$ cat src/rtl/uart_tx_arbiter.sv
`default_nettype none
`timescale 1ns/1ps
// +-----------------------------------------------------------------------------+
// | Module      : uart_tx_arbiter                                               |
// | Description : Round-robin arbiter that shares one RS232 TX FIFO write port  |
// |               between NUM_REQ byte-stream requesters. A grant is held for a |
// |               whole line/burst (EOL byte, MAX_BURST bytes or idle timeout). |
// |               Optional per-burst source tag: define UART_TX_ARB_TAG_EN.     |
// | Revision    : 1.0 - initial release                                         |
// +-----------------------------------------------------------------------------+
module uart_tx_arbiter #(
   parameter int         NUM_REQ      = 2,
   parameter int         MAX_BURST    = 64,
   parameter int         IDLE_TIMEOUT = 255,
   parameter logic [7:0] EOL_CHAR     = 8'h0A,
   parameter logic [7:0] TAG_BASE     = 8'h30
) (
   input  logic                   ACLK,
   input  logic                   RESET_N,
   input  logic [NUM_REQ-1:0]     REQ_VALID,
   input  logic [8*NUM_REQ-1:0]   REQ_DATA,
   output logic [NUM_REQ-1:0]     REQ_READY,
   output logic [NUM_REQ-1:0]     GRANT,
   output logic                   BUSY,
   output logic                   TX_WRSTB,
   output logic [7:0]             TX_DATA,
   input  logic                   TX_FULL
);

   localparam int c_PTR_W  = $clog2(NUM_REQ);
   localparam int c_BCNT_W = $clog2(MAX_BURST + 1);
   localparam int c_ICNT_W = $clog2(IDLE_TIMEOUT + 1);

   localparam logic [c_PTR_W-1:0]  c_PTR_LAST   = c_PTR_W'(NUM_REQ - 1);
   localparam logic [c_PTR_W-1:0]  c_PTR_ONE    = c_PTR_W'(1);
   localparam logic [c_BCNT_W-1:0] c_BURST_LAST = c_BCNT_W'(MAX_BURST - 1);
   localparam logic [c_BCNT_W-1:0] c_BCNT_ONE   = c_BCNT_W'(1);
   localparam logic [c_ICNT_W-1:0] c_IDLE_LAST  = c_ICNT_W'(IDLE_TIMEOUT - 1);
   localparam logic [c_ICNT_W-1:0] c_ICNT_ONE   = c_ICNT_W'(1);
   localparam logic [NUM_REQ-1:0]  c_GRANT_LSB  = NUM_REQ'(1);

   typedef enum logic [1:0] {
      S_IDLE = 2'd0,
      S_TAG  = 2'd1,
      S_XFER = 2'd2
   } state_t;

   state_t               r_state,     w_state_nxt;
   logic [c_PTR_W-1:0]   r_owner,     w_owner_nxt;
   logic [c_PTR_W-1:0]   r_rr_ptr,    w_rr_ptr_nxt;
   logic [NUM_REQ-1:0]   r_grant,     w_grant_nxt;
   logic [c_BCNT_W-1:0]  r_burst_cnt, w_burst_cnt_nxt;
   logic [c_ICNT_W-1:0]  r_idle_cnt,  w_idle_cnt_nxt;
   logic                 r_tx_wrstb,  w_tx_wrstb_nxt;
   logic [7:0]           r_tx_data,   w_tx_data_nxt;

   logic [c_PTR_W-1:0]   w_pick;
   logic [c_PTR_W-1:0]   w_pick_hi;
   logic [c_PTR_W-1:0]   w_pick_lo;
   logic                 w_found_hi;
   logic                 w_owner_valid;
   logic [7:0]           w_owner_data;
   logic [c_PTR_W-1:0]   w_owner_inc;
   logic                 w_accept;

   // Round-robin pick: lowest valid index at or above rr_ptr, else lowest valid index overall
   always_comb begin
      w_pick_hi  = '0;
      w_pick_lo  = '0;
      w_found_hi = 1'b0;
      for (int i = NUM_REQ - 1; i >= 0; i--) begin
         if (REQ_VALID[i]) begin
            w_pick_lo = c_PTR_W'(i);
            if (c_PTR_W'(i) >= r_rr_ptr) begin
               w_pick_hi  = c_PTR_W'(i);
               w_found_hi = 1'b1;
            end
         end
      end
      w_pick = w_found_hi ? w_pick_hi : w_pick_lo;
   end

   // Select the current owner's valid flag and byte
   always_comb begin
      w_owner_valid = 1'b0;
      w_owner_data  = 8'h00;
      for (int i = 0; i < NUM_REQ; i++) begin
         if (r_owner == c_PTR_W'(i)) begin
            w_owner_valid = REQ_VALID[i];
            w_owner_data  = REQ_DATA[8*i +: 8];
         end
      end
   end

   assign w_owner_inc = (r_owner == c_PTR_LAST) ? '0 : (r_owner + c_PTR_ONE);

   // Next-state, handshake and write-port decode
   always_comb begin
      w_state_nxt     = r_state;
      w_owner_nxt     = r_owner;
      w_rr_ptr_nxt    = r_rr_ptr;
      w_grant_nxt     = r_grant;
      w_burst_cnt_nxt = r_burst_cnt;
      w_idle_cnt_nxt  = r_idle_cnt;
      w_tx_wrstb_nxt  = 1'b0;
      w_tx_data_nxt   = r_tx_data;
      REQ_READY       = '0;
      w_accept        = 1'b0;

      case (r_state)
         S_IDLE: begin
            if (|REQ_VALID) begin
               w_owner_nxt = w_pick;
               w_grant_nxt = c_GRANT_LSB << w_pick;
`ifdef UART_TX_ARB_TAG_EN
               w_state_nxt = S_TAG;
`else
               w_state_nxt = S_XFER;
`endif
            end
         end

         // Source tag write; only entered when tagging is compiled in
         S_TAG: begin
            if (!TX_FULL) begin
               w_tx_wrstb_nxt = 1'b1;
               w_tx_data_nxt  = TAG_BASE + 8'(r_owner);
               w_state_nxt    = S_XFER;
            end
         end

         S_XFER: begin
            REQ_READY = TX_FULL ? '0 : r_grant;
            w_accept  = w_owner_valid & ~TX_FULL;
            if (w_accept) begin
               w_tx_wrstb_nxt  = 1'b1;
               w_tx_data_nxt   = w_owner_data;
               w_idle_cnt_nxt  = '0;
               w_burst_cnt_nxt = r_burst_cnt + c_BCNT_ONE;
               if ((w_owner_data == EOL_CHAR) || (r_burst_cnt == c_BURST_LAST)) begin
                  w_state_nxt     = S_IDLE;
                  w_grant_nxt     = '0;
                  w_rr_ptr_nxt    = w_owner_inc;
                  w_burst_cnt_nxt = '0;
               end
            end else if (w_owner_valid) begin
               // Owner is ready to send but the FIFO is full: not idle
               w_idle_cnt_nxt = '0;
            end else if (r_idle_cnt >= c_IDLE_LAST) begin
               w_state_nxt     = S_IDLE;
               w_grant_nxt     = '0;
               w_rr_ptr_nxt    = w_owner_inc;
               w_burst_cnt_nxt = '0;
               w_idle_cnt_nxt  = '0;
            end else begin
               w_idle_cnt_nxt = r_idle_cnt + c_ICNT_ONE;
            end
         end

         default: begin
            w_state_nxt = S_IDLE;
            w_grant_nxt = '0;
         end
      endcase
   end

   // State and datapath registers; reset drops any byte in flight
   always_ff @(posedge ACLK or negedge RESET_N) begin
      if (!RESET_N) begin
         r_state     <= S_IDLE;
         r_owner     <= '0;
         r_rr_ptr    <= '0;
         r_grant     <= '0;
         r_burst_cnt <= '0;
         r_idle_cnt  <= '0;
         r_tx_wrstb  <= 1'b0;
         r_tx_data   <= 8'h00;
      end else begin
         r_state     <= w_state_nxt;
         r_owner     <= w_owner_nxt;
         r_rr_ptr    <= w_rr_ptr_nxt;
         r_grant     <= w_grant_nxt;
         r_burst_cnt <= w_burst_cnt_nxt;
         r_idle_cnt  <= w_idle_cnt_nxt;
         r_tx_wrstb  <= w_tx_wrstb_nxt;
         r_tx_data   <= w_tx_data_nxt;
      end
   end

   assign GRANT    = r_grant;
   assign BUSY     = (r_state != S_IDLE);
   assign TX_WRSTB = r_tx_wrstb;
   assign TX_DATA  = r_tx_data;

endmodule
`default_nettype wire

$ cat config.mk
export PLATFORM = sky130hd
export DESIGN_NAME = uart_tx_arbiter
export DESIGN_NICKNAME = d
export VERILOG_FILES = /design/src/rtl/uart_tx_arbiter.sv
export SDC_FILE = /design/constraint.sdc
export NUM_CORES = 1
export LEC_CHECK = 0
export ABC_AREA = 1
export BUFFER_PORTS_ARGS = -buffer_cell sky130_fd_sc_hd__buf_2
export CAP_MARGIN = 0
export CORE_MARGIN = 2
export CORE_UTILIZATION = 30
export CTS_CLUSTER_SIZE = 14
export DETAILED_ROUTE_END_ITERATION = 8
export GPL_ROUTABILITY_DRIVEN = 1
export PLACE_DENSITY_LB_ADDON = 0.3
export SLEW_MARGIN = 20
export SYNTH_ARGS = -nofsm -noshare
export SYNTH_HDL_FRONTEND = slang
export SYNTH_SLANG_ARGS = --single-unit
$ cat constraint.sdc
create_clock -name ACLK -period 1.4 [get_ports ACLK]
set_input_delay 0.14 -clock ACLK [delete_from_list [all_inputs] [get_ports ACLK]]
set_output_delay 0.14 -clock ACLK [all_outputs]
set_load 0.01 [all_outputs]
; ---- Word-level counts from Yosys, hierarchy flattened
; Cells that the tools add are included.
[classes]
n_reduce_logical = 12
mux = 40
magnitude_cmp = 3
shifts = 1
eq_ne = 12
bitwise_logic = 3
n_addsub = 4
[op_table]
columns = operator, n
row1 = 2-to-1 mux 8 bit, 6
row2 = 2-to-1 mux 7 bit, 4
row3 = 2-to-1 mux 2 bit, 9
row4 = 2-to-1 mux 1 bit, 17
row5 = case mux 8 bit (2 select lines), 1
row6 = case mux 2 bit (3 select lines), 2
row7 = AND reduction 5 bit, 2
row8 = != test 3 bit (second input constant), 3
row9 = adder 8 x 1 -> 8 bit (second input constant), 1
row10 = == test 8 x 4 -> 1 bit (second input constant), 1
row11 = >= comparator 8 bit (second input constant), 1
row12 = adder 6 x 1 -> 7 bit (first input constant), 1
row13 = adder 7 x 1 -> 7 bit (second input constant), 1
row14 = == test 7 x 6 -> 1 bit (second input constant), 1
row15 = != test 2 bit (second input constant), 3
row16 = AND reduction 3 bit, 2
row17 = nonzero test 2 bit, 3
row18 = != test 2 x 1 -> 1 bit (second input constant), 2
row19 = AND reduction 4 bit, 1
row20 = == test 2 x 1 -> 1 bit (second input constant), 1
row21 = == test 2 bit (second input constant), 1
row22 = >= comparator 1 bit (first input constant), 2
row23 = zero test 2 bit, 1
row24 = NOT 1 bit, 2
row25 = 7 further kinds, 7
[word_totals]
ff_bits = 30
word_cells = 83
in_bits = 21
output_inout_bits = 14

; ---- Longest topological paths before layout
; Gate-level depths: netlist (run 1).
[logic_depth]
ltp_word = 9
depth_mapped = 12
mapped_depth_nobuf = 12

; ---- Least setup slack after synthesis (run 1)
; Ideal clock, no wire load.
[synth_path]
path_type = register to register
startpoint = register r_idle_cnt[0]
endpoint = register r_rr_ptr
n_path_buf = 0
setup_slack_ns = 0.070
required_ns = 1.282
path_stages_with_launch = 12
arrival_time_ns = 1.213
setup_ns = 0.118
synth_period_minus_slack_ns = 1.330
cell_sequence = dfrtp_1 inv_1 ha_1 nor2_1 nor2_1 nand3_1 nand2_2 nand2_4 inv_4 nand2_4 nand2_1 o21ai_2
[synth_between]
elab_chain_cells = 3
[synth_lines]
columns = item, line
row1 = "start, declared", 53  ; logic [c_ICNT_W-1:0] r_idle_cnt, w_idle_cnt_nxt;
row2 = "start signal, assigned", 184  ; r_idle_cnt <= w_idle_cnt_nxt;
row3 = >= comparator 8 bit, 149  ; end else if (r_idle_cnt >= c_IDLE_LAST) begin
row4 = nonzero test 2 bit (no line), -
row5 = AND reduction 4 bit (no line), -
row6 = "end signal, assigned", 181  ; r_rr_ptr <= w_rr_ptr_nxt;
row7 = "end, declared", 50  ; logic [c_PTR_W-1:0] r_rr_ptr, w_rr_ptr_nxt;
; Every way passes these cells.
; A chain may end at the register's enable or synchronous reset.

; ---- Worst setup path after layout (run 1)
[layout_path]
startpoint = register r_owner
endpoint = register r_grant[0] (netlist: GRANT[0])
[layout_between]
elab_chain_cells = 5
elab_cells_between_ends = 11
classes_between = 4 x eq/ne / 4 x mux / 1 x bitwise / 2 x reduce/logical
[layout_lines]
columns = item, line
row1 = "start, declared", 49  ; logic [c_PTR_W-1:0] r_owner, w_owner_nxt;
row2 = "start signal, assigned", 180  ; r_owner <= w_owner_nxt;
row3 = 2-to-1 mux 8 bit, 88  ; if (r_owner == c_PTR_W'(i)) begin
row4 = == test 8 x 4 -> 1 bit, 140  ; if ((w_owner_data == EOL_CHAR) || (r_burst_cnt == c_BURST_LAST)) begin
row5 = logical OR 1 bit, 140
row6 = != test 3 bit (no line), -
row7 = AND reduction 5 bit (no line), -
row8 = "end signal, assigned", 182  ; r_grant <= w_grant_nxt;
row9 = "end, declared", 51  ; logic [NUM_REQ-1:0] r_grant, w_grant_nxt;
; Parallel ways exist; a longest one is shown, timed or not.

==> results_dict.tcl, run 1 <==
set metrics [dict create \
    status "finished with violations" \
    violations "negative setup slack" \
    worst_pin_slew_ns 0.6627 \
    rows 26 \
    clock-root-buffer "clkbuf_8" \
    hpwl_mm 2.703 \
    ys_types 27 \
    synth_area_per_cell_um2 7.632 \
    grt_start_max_net_pins 30 \
    dr_wl_met2_mm 1.836 \
    finClkSkew_ns 0.006260 \
    drt-initial-drc-count 49 \
    portBuffers 34 \
    grt_pass1_vias 1420 \
    startpoint_type "flop" \
    syn_inst 211 \
    crit_arrival_ns 1.63 \
    num_io_pins 35 \
    hold_viol_final 0 \
    yosys_warnings 0 \
    final_util_pct 45.86 \
    crit_fanout 8 \
    syn-num-nets 235 \
    routedWlPerCell_um 10.33 \
    maxSlewHeadroom_pct 55.82 \
    drv_cap 0 \
    end_kind "flop" \
    grt_first_pass_wirelength_mm 6.113 \
    ant_nets 0 \
    holdWs_ns 0.1365 \
    hold_path_class "input pin to flop" \
    path_clk_slew_ns 0.06 \
    ys_seq_area_share_pct 45.07 \
    syn_area_um2 1610 \
    rsz0062_at_grt "true" \
    drt-total-wl_mm 3.616 \
    wl_met1_mm 1.637 \
    core_area_um2 5140 \
    yosysTopAreaCellShare_pct 45.07 \
    layout-drive-gt1-share_pct 45.36 \
    syn2layout_area_growth_pct 46.39 \
    route.met3.wl_um 108 \
    dr.pass1.iters 4 \
    required_ns 1.56 \
    nNetsFinal 304 \
    fp.dieH_um 77.27 \
    p_total_mw 4.357 \
    slew_viol_final 0 \
    path_class "flop to flop" \
    final_cell_count_no_fill 350 \
    gp_congestion 0.7816 \
    clock_latency_ns 0.28 \
    synthFlopType "dfrtp_1" \
    ys_top_cells_by_area "dfrtp_1, nand2_1, inv_1" \
    die_area_um2 5970 \
    period_share_pct 104.6 \
    power.static_leakage_nw 1.261 \
    clockBufferDepth 2 \
    synth_edf_count 0 \
    cts_htree_levels 2 \
    final.setup.worst_slack_ns -0.06460 \
    p_per_area_nw_per_um2 1849 \
    ys_ff_latch 29 \
    antennaDiodeCount 0 \
    grt_overflow_total 0 \
    tritoncts "done" \
    drc 0 \
    setup-tns-final_ns -0.2175 \
    highest_layer "met4" \
    max_freq_mhz 682.8 \
    setup_violations 8 \
    cts_sinks 29 \
    async_reset_ff_share_pct 100.0 \
    synth_largest_area_cell "dfrtp_1" \
    grt_usage_pct 12.85 \
    numCtsBuffers 5 \
    vias 1510 \
    vias_per_cell 4.314 \
    ir_drop_mv 0.7464 \
    die_x_um 77.27 \
    nFillCells 544 \
    start_util_pct 31.33 \
    dp_cells 338 \
    min_period_ns 1.465 \
    antenna_found_initial 0 \
]
-- cell type report --
type / count / area (µm²) / area share, %
Inverter: 39 / 153.9 / 6.529
Tap cell: 70 / 87.58 / 3.716
Timing Repair Buffer: 65 / 437.9 / 18.58
Multi-Input combinational cell: 140 / 865.8 / 36.73
Clock buffer: 7 / 86.33 / 3.662
Sequential cell: 29 / 725.7 / 30.79
-- worst max-delay path: stages (launching register included) --
cell and delay (ns):
dfrtp_1 0.42, buf_6 0.19, nand2_2 0.06, nand2_2 0.07
nand2_2 0.07, nor2_4 0.13, nand2_4 0.08, nand3_4 0.11
nand3_4 0.08, nand2_1 0.07, nand2_1 0.05
-- placed cells by master, fill, tap and decap left out, types with 2 or more instances in the layout --
cell type	netlist	routed
inv_1	35	33
buf_6	2	2
o21ai_0	7	3
xor2_1	2	2
a21oi_1	5	5
o21ai_2	2	2
buf_12	0	2
dfrtp_1	29	29
a31oi_1	4	4
nand3_1	10	6
nor2_2	1	3
nand2_1	62	39
nor2_4	1	3
nor2_1	17	13
buf_2	1	34
nand2_2	3	22
o21ai_1	6	10
clkbuf_8	0	6
nand2_4	6	10
nor3_2	0	2
nand3_2	1	3
nor3_1	5	3
buf_4	0	26
inv_2	3	4
nand3_4	0	2
-- where the power goes --
| group | total (mW) | leakage [nW] | switching (mW) | internal (mW) |
|---|---|---|---|---|
| combinational | 2.36 | 0.843 | 1.27 | 1.09 |
| clock | 0.694 | 0.0443 | 0.305 | 0.389 |
| sequential | 1.30 | 0.373 | 0.185 | 1.12 |
| total | 4.36 | 1.26 | 1.76 | 2.60 |
-- sequential cells by signal, indices dropped and copies added, names as in the netlist --
| register | flops |
|---|---|
| r_rr_ptr | 1 |
| r_burst_cnt | 7 |
| r_idle_cnt | 8 |
| r_owner | 1 |
| GRANT | 2 |
| r_state | 1 |
| TX_DATA | 8 |
| TX_WRSTB | 1 |
-- per-layer routing --
| metal | vias to the layer above | GRT usage [%] |
|---|---|---|
| li1 | 785 | - |
| met1 | 697 | 15.95 |
| met2 | 23 | 21.74 |
| met3 | 5 | 3.176 |
| met4 | 0 | 4.286 |
| met5 | - | 0 |
-- per-stage QoR --
step / worst slack (ns) / area, µm²
2_1_floorplan: 0.06952 / 1610
3_3_place_gp: -0.1203 / 2048
3_5_place_dp: -0.1276 / 2048
4_1_cts: -0.04109 / 2200
5_1_grt: -0.1487 / 2357
6_report: -0.06460 / 2357
-- final timing paths --
| check | start | end | slack, ns | cells past startpoint |
|---|---|---|---|---|
| max | r_owner | GRANT[0] | -0.06 | 10 |
| max in group asynchronous | RESET_N | TX_DATA[7] | 0.54 | 2 |
| max reg2reg | r_owner | GRANT[0] | -0.06 | 10 |
| min reg2reg | TX_DATA[6] | TX_DATA[6] | 0.48 | 2 |
| min in group asynchronous | RESET_N | TX_DATA[4] | 0.43 | 2 |
| min | REQ_DATA[9] | TX_DATA[1] | 0.14 | 3 |
-- logic make-up after synthesis --
| kind of cell | synth area share, % |
|---|---|
| compound gates | 9.246 |
| fa+ha+maj | 2.331 |
| xor+xnor | 1.088 |
| flops | 45.07 |
| simple gates | 31.31 |
| buf+inv | 10.96 |
-- synth_stat cells (2+ instances only) --
| cell | n |
|---|---|
| nand2_2 | 3 |
| dfrtp_1 | 29 |
| nand2_1 | 62 |
| o21ai_0 | 7 |
| nand3_1 | 10 |
| ha_1 | 3 |
| buf_6 | 2 |
| xor2_1 | 2 |
| nor3_1 | 5 |
| inv_2 | 3 |
| inv_1 | 35 |
| a21oi_1 | 5 |
| a31oi_1 | 4 |
| o21ai_2 | 2 |
| nor2_1 | 17 |
| nand2_4 | 6 |
| o21ai_1 | 6 |
-- what timing repair did --
item	in CTS	in global routing
cloned	0	0
gates resized for setup	16	38
hold buffers	1	0
setup endpoints to repair	10	17
pin swaps	8	21
hold endpoints to repair	29	0
setup buffers	1	3
Note: power is estimated with default switching activity, not from simulation.
==> run 2, diff against run 1 <==
==> constraint.sdc (replaced) <==
create_clock -name ACLK -period 1.4 [get_ports ACLK]
set_input_delay 0.14 -clock ACLK [delete_from_list [all_inputs] [get_ports ACLK]]
set_output_delay 0.14 -clock ACLK [all_outputs]
set_load 0.1 [all_outputs]
==> results_dict.tcl, run 2 (synthesis results as in run 1) <==
set metrics [dict create \
    status "finished with violations" \
    violations "negative setup slack" \
    ant_nets 0 \
    final_cell_count_no_fill 357 \
    die_x_um 77.27 \
    p_total_mw 5.718 \
    gp_congestion 0.8529 \
    p_per_area_nw_per_um2 2383 \
    setup_violations 8 \
    clock-root-buffer "clkbuf_8" \
    drv_cap 0 \
    min_period_ns 1.427 \
    cts_sinks 29 \
    maxSlewHeadroom_pct 67.53 \
    required_ns 1.60 \
    path_class "flop to flop" \
    die_area_um2 5970 \
    grt_start_max_net_pins 18 \
    tritoncts "done" \
    critPathMostFrequentCell "nand2_4" \
    startpoint_type "flop" \
    nNetsFinal 311 \
    rows 26 \
    start_util_pct 31.33 \
    rsz0062_at_grt "true" \
    num_io_pins 35 \
    clock_latency_ns 0.27 \
    grt_pass1_vias 1473 \
    grt_first_pass_wirelength_mm 6.624 \
    slew_viol_final 0 \
    path_buf_inv 3 \
    layout_commonest_cell "nand2_1" \
    crit_arrival_ns 1.63 \
    layout-drive-gt1-share_pct 43.55 \
    dr.pass1.iters 4 \
    cp_cell_sequence "clkinvlp_4 > nand2_4 > nand2_4 > nand2_4 > nand2_2 > nand2_4 > inv_6 > nand2_4 > inv_2 > o21ai_2" \
    vias 1524 \
    path_clk_slew_ns 0.06 \
    ir_drop_mv 1.613 \
    power.static_leakage_nw 1.269 \
    mostFrequentLayoutCells "nand2_1, inv_1, buf_2" \
    final.setup.worst_slack_ns -0.02746 \
    finClkSkew_ns 0.001677 \
    critPathTopFamily "simple AND/OR/NAND/NOR gates" \
    hold_viol_final 0 \
    cts_htree_levels 2 \
    drc 0 \
    hold_path_class "input pin to flop" \
    vias_per_cell 4.269 \
    antenna_found_initial 0 \
    max_stage_delay_ns 0.44 \
    numCtsBuffers 5 \
    cpMaxStageDelayCell "dfrtp_2" \
    dp_cells 339 \
    portBuffers 34 \
    routedWlPerCell_um 10.52 \
    clockBufferDepth 2 \
    core_area_um2 5140 \
    drt-initial-drc-count 70 \
    period_share_pct 102.0 \
    end_kind "flop" \
    antennaDiodeCount 0 \
    final_util_pct 46.69 \
    syn2layout_area_growth_pct 49.03 \
    max_freq_mhz 700.5 \
    place_ws_ns -0.08897 \
    drt-total-wl_mm 3.757 \
    worst_pin_slew_ns 0.4905 \
    hpwl_mm 2.788 \
    grt_overflow_total 0 \
    grt_usage_pct 13.63 \
    crit_fanout 6 \
    fp.dieH_um 77.27 \
]
==> run 2: final timing paths <==
| check | startpoint | end | slack [ns] | cells after the start |
|---|---|---|---|---|
| max | r_owner | r_state[1] | -0.03 | 10 |
| min | REQ_DATA[9] | TX_DATA[1] | 0.16 | 3 |
| max reg2reg | r_owner | r_state[1] | -0.03 | 10 |
| min reg2reg | TX_DATA[4] | TX_DATA[4] | 0.49 | 2 |
| max in group asynchronous | RESET_N | r_idle_cnt[5] | 0.69 | 3 |
| min in group asynchronous | RESET_N | TX_DATA[2] | 0.31 | 2 |
==> run 2: worst min-delay path: stages <==
cell and delay (ns):
buf_2 0.10, nand2_1 0.07, a31oi_1 0.08
==> run 2: through the flow <==
step	area (µm²)	hold WS, ns	setup TNS, ns
after floorplan	1638	-0.1556	-0.4329
after global placement	2128	0.05725	-0.1878
after detailed placement	2128	0.05381	-0.3622
after CTS	2316	0.1481	-0.1855
after global routing	2400	0.1746	-1.851
final	2400	0.1563	-0.1440
==> run 2: where the power goes <==
part / switching, mW / internal, mW
sequential: 0.215 / 1.13
clock: 0.286 / 0.389
combinational: 2.48 / 1.21
total: 2.98 / 2.73
==> run 2: routing by layer <==
layer	up-vias	routed length [µm]	track usage (%)
met4	0	61	4.286
met1	684	1804	18.36
met2	28	1778	21.57
met5	-	0	0
li1	806	-	-
met3	6	112	3.294
==> run 2: layout make-up <==
cell class                      instances  area [µm²]
Fill cell                             532        2740
Multi-Input combinational cell        140       797.0
Sequential cell                        29       733.2
Timing Repair Buffer                   71       534.3
Inverter                               39       153.9
Tap cell                               70       87.58
Clock buffer                            7       86.33
Timing Repair inverter                  1       7.507
==> run 2: what timing repair did <==
action	4_1_cts	5_1_grt
pin swaps	13	14
buffers inserted	6	3
endpoints found under the setup margin	14	25
resized for setup	12	23
endpoints found under the hold margin	12	0
gates cloned	1	0
hold buffers	1	0
